[src/rtl/register_file_wr_arbiter.sv]
// Round-robin arbiter sharing the register-file write port between two writeback sources.
// Optional read-after-write bypass of the output stage: define RF_WR_FWD_EN.
module register_file_wr_arbiter #(
    parameter int WORD_W = 32,
    parameter int REG_AW = 5,
    parameter int NREGS  = 32
) (
    input  logic              CLK,
    input  logic              RST,
    input  logic              hold,
    input  logic              req0_valid,
    input  logic [REG_AW-1:0] req0_sel,
    input  logic [WORD_W-1:0] req0_dat,
    output logic              req0_ready,
    input  logic              req1_valid,
    input  logic [REG_AW-1:0] req1_sel,
    input  logic [WORD_W-1:0] req1_dat,
    output logic              req1_ready,
    output logic              WEN,
    output logic [REG_AW-1:0] wsel,
    output logic [WORD_W-1:0] wdat,
    output logic [NREGS-1:0]  busy,
    input  logic [REG_AW-1:0] rsel1,
    input  logic [REG_AW-1:0] rsel2,
    input  logic [WORD_W-1:0] rdat1_rf,
    input  logic [WORD_W-1:0] rdat2_rf,
    output logic [WORD_W-1:0] rdat1,
    output logic [WORD_W-1:0] rdat2
);

    logic last_gnt;
    logic xfer0;
    logic xfer1;

    // Grant: single requester wins outright; on contention the one not granted last wins.
    always_comb begin
        req0_ready = 1'b0;
        req1_ready = 1'b0;
        if (!RST && !hold) begin
            req0_ready = req0_valid && (!req1_valid || last_gnt);
            req1_ready = req1_valid && (!req0_valid || !last_gnt);
        end
    end

    assign xfer0 = req0_valid && req0_ready;
    assign xfer1 = req1_valid && req1_ready;

    // Output stage and round-robin pointer; writes to r0 complete but never assert WEN.
    always_ff @(posedge CLK) begin
        if (RST) begin
            WEN      <= 1'b0;
            wsel     <= '0;
            wdat     <= '0;
            last_gnt <= 1'b1;
        end else if (xfer0) begin
            WEN      <= (req0_sel != '0);
            wsel     <= req0_sel;
            wdat     <= req0_dat;
            last_gnt <= 1'b0;
        end else if (xfer1) begin
            WEN      <= (req1_sel != '0);
            wsel     <= req1_sel;
            wdat     <= req1_dat;
            last_gnt <= 1'b1;
        end else begin
            WEN      <= 1'b0;
        end
    end

    // In-flight write marker for hazard logic; WEN implies wsel != 0.
    always_comb begin
        busy = '0;
        if (WEN) begin
            busy[wsel] = 1'b1;
        end
    end

`ifdef RF_WR_FWD_EN
    // Bypass the pending write so reads see it one cycle before it lands.
    always_comb begin
        rdat1 = rdat1_rf;
        rdat2 = rdat2_rf;
        if (WEN && wsel == rsel1 && rsel1 != '0) begin
            rdat1 = wdat;
        end
        if (WEN && wsel == rsel2 && rsel2 != '0) begin
            rdat2 = wdat;
        end
    end
`else
    logic unused_rsel;

    // Pure pass-through; read selects are not needed in this build.
    always_comb begin
        rdat1       = rdat1_rf;
        rdat2       = rdat2_rf;
        unused_rsel = ^{rsel1, rsel2};
    end
`endif

endmodule

[config.mk]
export PLATFORM = sky130hd
export DESIGN_NAME = register_file_wr_arbiter
export DESIGN_NICKNAME = d
export VERILOG_FILES = /design/src/rtl/register_file_wr_arbiter.sv
export SDC_FILE = /design/constraint.sdc
export NUM_CORES = 1
export LEC_CHECK = 0
export BUFFER_PORTS_ARGS = -buffer_cell sky130_fd_sc_hd__buf_2
export CORE_AREA = 2 2 112 114
export DETAILED_ROUTE_END_ITERATION = 8
export DIE_AREA = 0 0 114 116
export PLACE_DENSITY = 0.67
export SLEW_MARGIN = 5
export SYNTH_ARGS = -nofsm -noshare
export SYNTH_HDL_FRONTEND = slang
export SYNTH_SLANG_ARGS = --single-unit
[constraint.sdc]
create_clock -name CLK -period 1.4 [get_ports CLK]
set_input_delay 0 -clock CLK [delete_from_list [all_inputs] [get_ports CLK]]
set_output_delay 0 -clock CLK [all_outputs]
set_load 0.005 [all_outputs]
Word-level counts from Yosys, hierarchy flattened
Cells that the tools add are included.
{"block": "word_totals", "reg_bits": 39, "in_bits": 153, "output_inout_bits": 136, "wordCells": 35}
{"block": "classes", "magnitude_cmp": 2, "muxes": 13, "n_reduce_logical": 16}
{"cell": "two-way mux 32 bit", "count": 3}
{"cell": "two-way mux 5 bit", "count": 2}
{"cell": "nonzero test 5 bit", "count": 2}
{"cell": "two-way mux 1 bit", "count": 7}
{"cell": "logical AND 1 bit", "count": 6}
{"cell": "< comparator 5 x 6 -> 1 bit (second input constant)", "count": 1}
{"cell": "demux 1 bit (select 5 bit)", "count": 1}
{"cell": ">= comparator 5 x 1 -> 1 bit (second input constant)", "count": 1}
{"cell": "logical NOT 1 bit", "count": 5}
{"cell": "logical OR 1 bit", "count": 2}
{"cell": "nonzero test 2 bit", "count": 1}

Longest topological paths before layout
Gate-level depths: netlist (run 1).
{"block": "logic_depth", "word_depth": 7, "ltp_mapped": 6, "mapped_depth_nobuf": 3}

Worst setup path before layout (run 1)
Ideal clock, no wire load.
{"block": "synth_path", "kind": "reg2reg", "from": "register last_gnt", "to": "register wdat[11]", "setup_time_ns": 0.144, "t_arrival_ns": 1.212, "t_required_ns": 1.256, "setup_slack_ns": 0.044, "path_stages_with_launch": 6, "n_path_buf": 2, "synth_period_minus_slack_ns": 1.356, "cell_sequence": "dfxtp_1 > and2b_1 > buf_6 > buf_4 > nor4b_1 > nor4_2"}
{"block": "synth_between", "elab_chain_len": 6, "word_cells_on_any_way": 11, "classes_between": "3 x mux; 8 x reduce/logical"}
{"item": "start: declaration", "line": "31", "text": "logic last_gnt;"}
{"item": "start signal: assignment", "line": "54", "text": "last_gnt <= 1'b1;"}
{"item": "start signal: assignment", "line": "59", "text": "last_gnt <= 1'b0;"}
{"item": "start signal: assignment", "line": "64", "text": "last_gnt <= 1'b1;"}
{"item": "logical NOT 1 bit", "line": "41", "text": "req1_ready = req1_valid && (!req0_valid || !last_gnt);"}
{"item": "logical OR 1 bit", "line": "41"}
{"item": "logical AND 1 bit", "line": "41"}
{"item": "two-way mux 1 bit", "line": "39", "text": "if (!RST && !hold) begin"}
{"item": "logical AND 1 bit", "line": "46", "text": "assign xfer1 = req1_valid && req1_ready;"}
{"item": "nonzero test 2 bit (no source line)"}
{"item": "end signal: assignment", "line": "58", "text": "wdat <= req0_dat;"}
{"item": "end signal: assignment", "line": "63", "text": "wdat <= req1_dat;"}
{"item": "end: declaration", "line": "21", "text": "output logic [WORD_W-1:0] wdat,"}
Parallel ways exist; a longest one is shown, timed or not.
A chain may end at the register's enable or synchronous reset.

Worst setup path after layout (run 1)
{"block": "layout_path", "from": "register wsel[0]", "to": "output busy[4]"}
{"block": "layout_between", "elab_chain_len": 5, "word_cells_on_any_way": 6, "classes_between": "2 x order compare; 3 x mux; 1 x reduce/logical"}
{"item": "start: declaration", "line": "20", "text": "output logic [REG_AW-1:0] wsel,"}
{"item": "start signal: assignment", "line": "57", "text": "wsel <= req0_sel;"}
{"item": "start signal: assignment", "line": "62", "text": "wsel <= req1_sel;"}
{"item": "< comparator 5 x 6 -> 1 bit (not written as such) / >= comparator 5 x 1 -> 1 bit (equally long branches)", "line": "74", "text": "busy[wsel] = 1'b1;"}
{"item": "logical AND 1 bit (not written as such)", "line": "74"}
{"item": "two-way mux 1 bit (not written as such)", "line": "74"}
{"item": "demux 1 bit (select 5 bit) *", "line": "74"}
{"item": "two-way mux 32 bit *", "line": "73", "text": "if (WEN) begin"}
{"item": "end: declaration", "line": "22", "text": "output logic [NREGS-1:0] busy,"}
Every way passes the cells marked *; elsewhere a longest branch is shown, timed or not.

==> impl_metrics.csv, run 1 <==
group,metric,value,unit
floorplan,chipHeight,116,µm
sta,final.setup.worst_slack,40.43,ps
job,drv_cap,0,
logic_synthesis,synth_top_area_cell,"dfxtp_1",
floorplan,coreArea,11910,µm²
logic_synthesis,synth_top_area_share,21.23,%
power,total_power,3.400,mW
logic_synthesis,synth_seq_area_share,21.23,%
logic_synthesis,synth_fa_ha_area_share,0,%
global_routing,grt_pass1_wl,16480,µm
logic_synthesis,ys.flop_type,"dfxtp_1",
route,via_count,3185,
sta,fmax,735.5,MHz
floorplan,boundaryPins,289,
power,p_leak,1.612,nW
min_path,hp-start,"rdat1_rf[31]",
logic_synthesis,synth-simple-area-share,27.19,%
floorplan,design.die.area,13220,µm²
cts,clkSinkCount,39,
power,vdd_drop_max,0.0003748,V
layout,nets,590,
global_routing,globalRouteOverflowTotal,0,
logic_synthesis,synthesis.area,3677,µm²
global_routing,grt_max_degree,53,
logic_synthesis,synth-seq-cells,39,
cts,cts_tree,"yes",
sta,holdWs,0.001995,ps
critical_path,reg2reg_depth,4,
cts,hold_buffers,0,
critical_path,path_class,"reg -> out",
layout,syn_to_final_growth,22.08,%
sta,worst_pin_slew,348.2,ps
sta,relSlewSlack,76.46,%
cts,cts-root-buf,"clkbuf_16",
logic_synthesis,synth_area_leaders,"dfxtp_1 21%, a2111oi_4 20%, buf_4 14%",
layout,post-route-util,37.69,%
floorplan,initial_core_util,30.87,%
critical_path,critPathSlowestCell,"or3b_4",
global_routing,grtUsageTotal,16.14,%
route,drtAntennaViolNets,0,
cts,clockBufferDepth,2,
logic_synthesis,ys.warnings.count,0,
logic_synthesis,synthArstFlopShare,0,%
sta,clock_skew,5.158,ps
layout,nFillCells,1185,
min_path,min_to,"rdat1[31]",
sta,rsz0062_at_grt,"yes",
logic_synthesis,syn_nets,510,
route,drc,0,
critical_path,critPathCaptureType,"output pin",
cts,h-tree-depth,2,
logic_synthesis,synth.distinct_cells,34,
route,routed_wl,11560,µm
cts,clk_pin_slew,60,ps
cts,clock_latency,290,ps
logic_synthesis,avgSynthCellArea,10.30,µm²
power,power.density,757.4,nW/µm²
critical_path,arrival,1360,ps
min_path,hold_depth,0,
place,gp_congestion,0.8102,
route,routedWlPerCell,19.72,µm
logic_synthesis,synth-xor-area-share,0,%
layout,regArea,797.0,µm²
sta,finalSetupTns,0,ps
critical_path,start_kind,"flip-flop",
floorplan,fp.dieW,114,µm
sta,fin_crit_sh,97.11,%
place,post-place-ws,-44.36,ps
sta,hold_violations,0,
critical_path,crit_fanout,8,
place,dp_hpwl,8485,µm
route,drt_iter0_drc,145,
min_path,worstHoldPathType,"in -> out",
global_routing,antenna_found_initial,1,
critical_path,timing.critical_path.required,1400,ps
sta,setup_viol,0,
layout,multi_input_area,2233,µm²
route,viasPerCell,5.435,
sta,slew_viol_final,0,
critical_path,r2r_end,"wdat[15]",
critical_path,path_cells,"or3b_4 -> nor2_1 -> buf_2",
global_routing,grt_pass1_vias,3017,
critical_path,critPathMaxStageDelay,470,ps
logic_synthesis,synth_top_family_by_area,"compound AO/OA/AOI/OAI gates",
route,dr.pass1.iters,4,
floorplan,rows,40,
logic_synthesis,synth_edf_count,0,
logic_synthesis,synthCells,357,
logic_synthesis,muxShareOfSynthArea,0,%
run_status,status,"finished clean",
layout,layout-drive-gt1-share,63.93,%
critical_path,r2r-start,"last_gnt",
sta,layout_min_cycle_time,1360,ps
cts,numCtsBuffers,5,
logic_synthesis,synth-compound-area-share,28.65,%
place,io_buffers,150,
critical_path,rrSetupSlack,40,ps
[how the worst max path moves through the flow]
stage / start / to / slack [ps]
6_report: wsel[0] / busy[4] / 40
3_3_place_gp: last_gnt / wdat[17] / 20
5_1_grt: wsel[0] / busy[4] / -6
2_1_floorplan: last_gnt / wdat[11] / 40
4_1_cts: wsel[1] / busy[0] / -9
3_5_place_dp: last_gnt / wdat[7] / -40
[through the flow]
| stage | cells | instance area, µm² |
|---|---|---|
| 6_report | 586 | 4489 |
| 5_1_grt | 585 | 4487 |
| 4_1_cts | 581 | 4292 |
| 3_5_place_dp | 573 | 4080 |
| 3_3_place_gp | 573 | 4080 |
| 2_1_floorplan | 357 | 3677 |
[cell families (layout without fill, tap and decap cells)]
kind of cell    Yosys count  after routing
flops                    39             39
compound gates           78             78
other cells               0              1
simple gates            133            133
buf+inv                 107            188
[metal layers]
layer	wire length (µm)	vias up	global-route usage (%)
met2	6174	174	30.75
met3	1057	35	5.544
li1	-	1452	-
met1	3924	1522	15.75
met5	13	-	0
met4	387	2	7.236
[layout make-up]
| class | instances | area share, % |
|---|---|---|
| Antenna cell | 1 | 0.05574 |
| Multi-Input combinational cell | 211 | 49.75 |
| Clock buffer | 8 | 3.484 |
| Inverter | 1 | 0.08361 |
| Tap cell | 147 | 4.097 |
| Timing Repair Buffer | 179 | 24.78 |
| Sequential cell | 39 | 17.75 |
[critical path: cells and delay by family, from the launching register on]
family                 cells  cell delay (ps)
buffers and inverters      1              120
flip-flops                 1              360
AND/OR/NAND/NOR            2              590
[state kept, by name, indices dropped and copies added (netlist names)]
name      count
wdat         32
last_gnt      1
wsel          5
WEN           1
[cell usage in the layout, fill, tap and decap left out, types with 3 or more instances in the layout]
| cell | n |
|---|---|
| a31oi_1 | 4 |
| o21ai_1 | 4 |
| buf_12 | 8 |
| dfxtp_4 | 3 |
| nor4b_2 | 21 |
| dfxtp_1 | 32 |
| nor4b_1 | 11 |
| dfxtp_2 | 4 |
| a2111oi_4 | 29 |
| nor4_2 | 21 |
| nand3b_1 | 5 |
| nand3_1 | 5 |
| buf_4 | 19 |
| a21oi_1 | 34 |
| nor4_1 | 11 |
| nand4_1 | 5 |
| clkbuf_16 | 6 |
| nor2_2 | 3 |
| nor2_1 | 35 |
| a2111oi_2 | 3 |
| buf_2 | 149 |
[synthesized netlist by cell type (all sizes together), types with 4 or more instances]
cell,instances
buf,94
nand3b,5
nand3,6
a31oi,4
or3b,4
a2111oi,32
o21ai,5
nor2,40
a21oi,34
dfxtp,39
nor4,32
clkbuf,12
nand4,5
nor4b,32
[power by group]
part	switching (mW)	total (mW)	leakage, nW	internal, mW
Clock	0.477	1.24	0.0772	0.760
Combinational	0.523	0.928	1.21	0.405
Sequential	0.0518	1.24	0.324	1.18
[what timing repair did]
action                                  4_1_cts  5_1_grt
pin swaps                                     1       12
gates resized for setup                      13       29
endpoints found under the setup margin       24       52
setup buffers                                 0        2
gates cloned                                  0        2
Power figures use the tool's default switching activity.
==> inputs of run 2 (changes only) <==
--- a/config.mk
+++ b/config.mk
@@ -6,10 +6,11 @@
 export NUM_CORES = 1
 export LEC_CHECK = 0
 export BUFFER_PORTS_ARGS = -buffer_cell sky130_fd_sc_hd__buf_2
-export CORE_AREA = 2 2 112 114
+export CORE_AREA = 3 3 110 112
 export DETAILED_ROUTE_END_ITERATION = 8
-export DIE_AREA = 0 0 114 116
-export PLACE_DENSITY = 0.67
+export DIE_AREA = 0 0 113 115
+export PLACE_DENSITY = 0.71
+export RECOVER_POWER = 100
 export SLEW_MARGIN = 5
 export SYNTH_ARGS = -nofsm -noshare
 export SYNTH_HDL_FRONTEND = slang
==> run 2 against run 1 <==
Sequential share of layout area increased by 0.52 points. Highest routed layer is now met4. Worst hold slack barely moved. Sequential power barely moved. The flow now finishes with violations (negative setup slack). Flip-flop and latch count stayed put. Design area shrank 3.6%. Utilization is 0.54 points higher. Die area fell by 1.7%. Critical path type is now reg -> reg. Setup slack worse by 70 ps. Register-to-register slack got worse by 70 ps.
==> impl_metrics.csv, run 2 (synthesized netlist as in run 1, its figures left out) <==
group,metric,value,unit
critical_path,path_class,"reg -> reg",
cts,h-tree-depth,2,
route,drt_iter0_drc,192,
layout,mostFrequentLayoutCells,"129 x buf_2, 37 x nor2_1, 34 x a21oi_1, 33 x dfxtp_1, 27 x a2111oi_4",
sta,rsz0062_at_grt,"yes",
floorplan,boundaryPins,289,
floorplan,chipHeight,115,µm
job,drv_cap,0,
layout,final_cells,580,
cts,clock_latency,280,ps
sta,worst_pin_slew,431.9,ps
global_routing,grt_pass1_wl,17330,µm
global_routing,grtUsageTotal,16.69,%
sta,final.setup.worst_slack,-29.33,ps
layout,regMostFlops,"wdat",
sta,hold_violations,0,
cts,clkSinkCount,39,
critical_path,critPathSlowestCell,"nor4b_1",
global_routing,antenna_found_initial,0,
critical_path,arrival,1580,ps
critical_path,path_cells,"and2b_1 -> buf_12 -> nor4b_1 -> nor4_2",
sta,fmax,699.6,MHz
layout,largestRegisters,"wdat: 32 flops, wsel: 5 flops",
layout,largest_reg_flops,32,
critical_path,crit_fanout,25,
layout,syn_to_final_growth,17.69,%
global_routing,globalRouteOverflowTotal,0,
power,vdd_drop_max,0.0004477,V
layout,diodes,0,
route,viasPerCell,5.450,
route,dr.pass1.iters,4,
min_path,worstHoldPathType,"in -> out",
global_routing,grt_max_degree,49,
route,routedWlPerCell,19.89,µm
critical_path,timing.critical_path.required,1560,ps
cts,cts_tree,"yes",
run_status,status,"complete, but fails checks",
layout,mostFrequentLayoutCell,"buf_2",
global_routing,grt_pass1_vias,3233,
layout,layout-drive-gt1-share,56.98,%
sta,slew_viol_final,0,
power,power.density,771.1,nW/µm²
sta,setup_viol,1,
sta,fin_crit_sh,102.1,%
route,drc,0,
sta,relSlewSlack,70.80,%
sta,layout_min_cycle_time,1429,ps
place,gp_congestion,0.8290,
sta,clock_skew,6.001,ps
route,drtAntennaViolNets,0,
cts,cts-root-buf,"clkbuf_16",
critical_path,start_kind,"flip-flop",
floorplan,fp.dieW,113,µm
cts,numCtsBuffers,5,
route,via_count,3161,
run_status,violations,"negative setup slack",
floorplan,design.die.area,13000,µm²
place,dp_hpwl,8847,µm
place,placed_cells,570,
route,routed_wl,11540,µm
cts,clk_pin_slew,60,ps
floorplan,rows,39,
floorplan,initial_core_util,32.48,%
place,post-place-ws,-51.49,ps
place,io_buffers,150,
layout,nets,589,
floorplan,coreArea,11320,µm²
power,p_leak,1.495,nW
critical_path,critPathCaptureType,"flip-flop",
critical_path,critPathMaxStageDelay,430,ps
cts,clockBufferDepth,2,
run 2: changes by cell type in the layout (fill, tap and decap cells not counted), moves of 3 or more:
cell,delta
buf_2,-20
nor4b_2,-3
buf_4,+3
nor4b_1,+3
clkbuf_1,+20
run 2: layout make-up:
type / count / area, µm²
Clock buffer: 8 / 156.4
Fill cell: 1134 / 6993
Inverter: 1 / 3.754
Multi-Input combinational cell: 211 / 2172
Sequential cell: 39 / 790.8
Tap cell: 143 / 178.9
Timing Repair Buffer: 178 / 1026
run 2: worst paths after layout:
path          startpoint       end  slack [ps]  cells after the start
min reg2reg      wdat[2]   wdat[2]         510                      2
max reg2reg     last_gnt  wdat[15]         -30                      4
min          rdat1_rf[1]  rdat1[1]       0.005                      0
max             last_gnt  wdat[15]         -30                      4
run 2: power breakdown:
group	switching [mW]	leakage (nW)	total, mW	internal, mW
registers	0.0513	0.323	1.24	1.19
logic	0.514	1.09	0.889	0.375
clock network	0.452	0.0772	1.21	0.759
run 2: what timing repair did:
| action | in CTS | in global routing |
|---|---|---|
| resized for setup | 2 | 25 |
| cloned | 0 | 0 |
| setup endpoints to repair | 9 | 47 |
| setup buffers | 0 | 2 |
| pin swaps | 0 | 4 |
| hold buffers | 0 | 0 |
run 2: metrics by stage:
step | TNS [ps] | hold WS, ps | util [%] | power [mW] | instance area [µm²]
floorplan | 0 | 80.82 | - | 1.946 | 3677
global placement | 0 | 0.03458 | 35.84 | 2.107 | 4058
detailed placement | -51.49 | 0.03458 | 35.84 | 2.129 | 4058
CTS | 0 | 0.03458 | 37.30 | 3.359 | 4223
global route | -132.6 | 0.01169 | 38.23 | 3.506 | 4328
finish | -29.33 | 0.004524 | 38.23 | 3.337 | 4328
run 2: critical path: cells and delay by family, from the launching register on:
kind / cells / cell delay, ps
buf+inv: 1 / 180
flops: 1 / 350
simple gates: 3 / 770
run 2: layer usage:
layer  global-route usage (%)  share of wire, %  vias to the layer above
met4                    6.571               2.1                        0
li1                         -                 -                     1453
met5                   0.3704                 0                        -
met2                    30.37                53                      194
met3                    7.211                10                       29
met1                    16.81                35                     1485
==> inputs of run 3 (changes only) <==
--- a/config.mk
+++ b/config.mk
@@ -7,6 +7,7 @@
 export LEC_CHECK = 0
 export BUFFER_PORTS_ARGS = -buffer_cell sky130_fd_sc_hd__buf_2
 export CORE_AREA = 3 3 110 112
+export CTS_CLUSTER_DIAMETER = 30
 export DETAILED_ROUTE_END_ITERATION = 8
 export DIE_AREA = 0 0 113 115
 export PLACE_DENSITY = 0.71
==> constraint.sdc (replaced) <==
create_clock -name CLK -period 1.4 [get_ports CLK]
set_input_delay 0 -clock CLK [delete_from_list [all_inputs] [get_ports CLK]]
set_output_delay 0 -clock CLK [all_outputs]
set_load 0.05 [all_outputs]
==> run 3 against run 2 <==
The flow still finishes with violations (negative setup slack). Power increased by 10%. Global-route usage shrank 0.19 points. First-iteration DRC count fell by 16%. Non-clock buffer count increased by 11. Worst hold slack about the same. Sequential share of layout area shrank 2.0 points. Fmax decreased by 0.80%. Critical path depth unchanged. Critical path type is now reg -> out. Largest cell class unchanged.
==> impl_metrics.csv, run 3 (synthesized netlist as in run 1, its figures left out) <==
group,metric,value,unit
critical_path,path_delay_family,"simple AND/OR/NAND/NOR gates",
route,dr.pass1.iters,4,
sta,setup_viol,13,
route,via_count,3221,
cts,cts-root-buf,"clkbuf_16",
critical_path,arrival,1440,ps
sta,final.setup.worst_slack,-40.91,ps
global_routing,grt_pass1_wl,17330,µm
layout,mostFrequentLayoutCell,"buf_2",
power,power.density,747.5,nW/µm²
sta,relSlewSlack,57.54,%
sta,clock_skew,3.290,ps
route,routed_wl,11590,µm
global_routing,globalRouteOverflowTotal,0,
route,drt_iter0_drc,161,
job,drv_cap,0,
power,vdd_drop_max,0.0004427,V
layout,syn_to_final_growth,34.13,%
critical_path,timing.critical_path.required,1400,ps
layout,largestRegisters,"wdat: 32 flops, wsel: 5 flops",
critical_path,path_buf_inv,2,
critical_path,critPathCaptureType,"output pin",
floorplan,design.die.area,13000,µm²
floorplan,chipHeight,115,µm
cts,clkSinkCount,39,
route,routedWlPerCell,19.60,µm
run_status,violations,"negative setup slack",
sta,worst_pin_slew,639.7,ps
place,dp_hpwl,8116,µm
place,place_area,4360,µm²
global_routing,grtUsageTotal,16.50,%
sta,layout_min_cycle_time,1441,ps
place,post-place-ws,19.10,ps
cts,clockBufferDepth,2,
layout,nets,600,
sta,slew_viol_final,0,
cts,cts_tree,"yes",
critical_path,crit_fanout,8,
place,io_buffers,150,
route,drc,0,
layout,diodes,0,
layout,nFillCells,1060,
layout,regMostFlops,"wdat",
global_routing,antenna_found_initial,2,
run_status,status,"complete, but fails checks",
cts,clk_pin_slew,60,ps
floorplan,rows,39,
cts,clock_latency,280,ps
floorplan,coreArea,11320,µm²
sta,hold_violations,0,
route,drtAntennaViolNets,0,
floorplan,boundaryPins,289,
power,total_power,3.687,mW
layout,finish.instance_area,4932,µm²
floorplan,fp.dieW,113,µm
critical_path,path_cells,"or3b_4 -> buf_12 -> nor2_4 -> buf_6",
power,p_leak,1.541,nW
cts,numCtsBuffers,5,
route,viasPerCell,5.450,
cts,h-tree-depth,2,
critical_path,critPathSlowestCell,"or3b_4",
sta,fin_crit_sh,102.9,%
critical_path,start_kind,"flip-flop",
layout,mostFrequentLayoutCells,"81 x buf_2, 35 x clkbuf_1, 34 x a21oi_1, 34 x buf_4",
place,gp_congestion,0.7482,
global_routing,grt_pass1_vias,3300,
sta,fmax,694.0,MHz
critical_path,path_class,"reg -> out",
critical_path,critPathMaxStageDelay,400,ps
global_routing,grt_max_degree,51,
floorplan,initial_core_util,32.48,%
min_path,worstHoldPathType,"in -> out",
layout,largest_reg_flops,32,
layout,layout-drive-gt1-share,61.61,%
sta,rsz0062_at_grt,"yes",
==> run 3: changes by cell type in the layout (fill, tap and decap cells not counted), sizes merged <==
cell,previous run,this run
clkbuf,28,48
buf,158,149
==> run 3: stage by stage <==
step	hold WS, ps	utilization (%)	instances	setup TNS (ps)
global placement	0.3409	38.52	568	0
CTS	0.3409	41.73	584	-672.0
finish	0.01933	43.57	591	-418.8
global route	0.07183	43.57	591	-1267
floorplan	159.0	-	357	-1393
detailed placement	0.3409	38.52	568	0
==> run 3: worst paths after layout <==
path / start / endpoint / slack, ps / depth (start not counted)
min: rdat1_rf[23] / rdat1[23] / 0.02 / 0
max: wsel[0] / busy[4] / -40 / 4
max reg2reg: last_gnt / wdat[13] / 30 / 5
min reg2reg: wdat[3] / wdat[3] / 520 / 2
==> run 3: routing by layer <==
| metal | share of wire, % | vias up | track usage, % |
|---|---|---|---|
| met4 | 3.3 | 4 | 7.372 |
| met2 | 54 | 130 | 31.16 |
| met5 | 0.16 | - | 0 |
| li1 | - | 1485 | - |
| met1 | 35 | 1548 | 16.45 |
| met3 | 7.1 | 54 | 5.368 |
==> run 3: area by class of cell <==
type,count,area [µm²],share of cell area [%]
multi-input cells,211,2425,49.16
repair buffers,189,1365,27.68
flip-flops and latches,39,803.3,16.29
well taps,143,178.9,3.628
clock buffers,8,156.4,3.171
inverters,1,3.754,0.07610
==> run 3: report_power, final <==
part	switching, mW	total (mW)	internal [mW]
logic	0.821	1.25	0.424
registers	0.0525	1.23	1.18
clock network	0.450	1.21	0.759
==> run 3: what timing repair did <==
item	CTS	global route
hold buffers	0	0
endpoints found under the setup margin	34	54
pin swaps	9	8
setup buffers	8	4
cloned	0	3
resized for setup	49	36
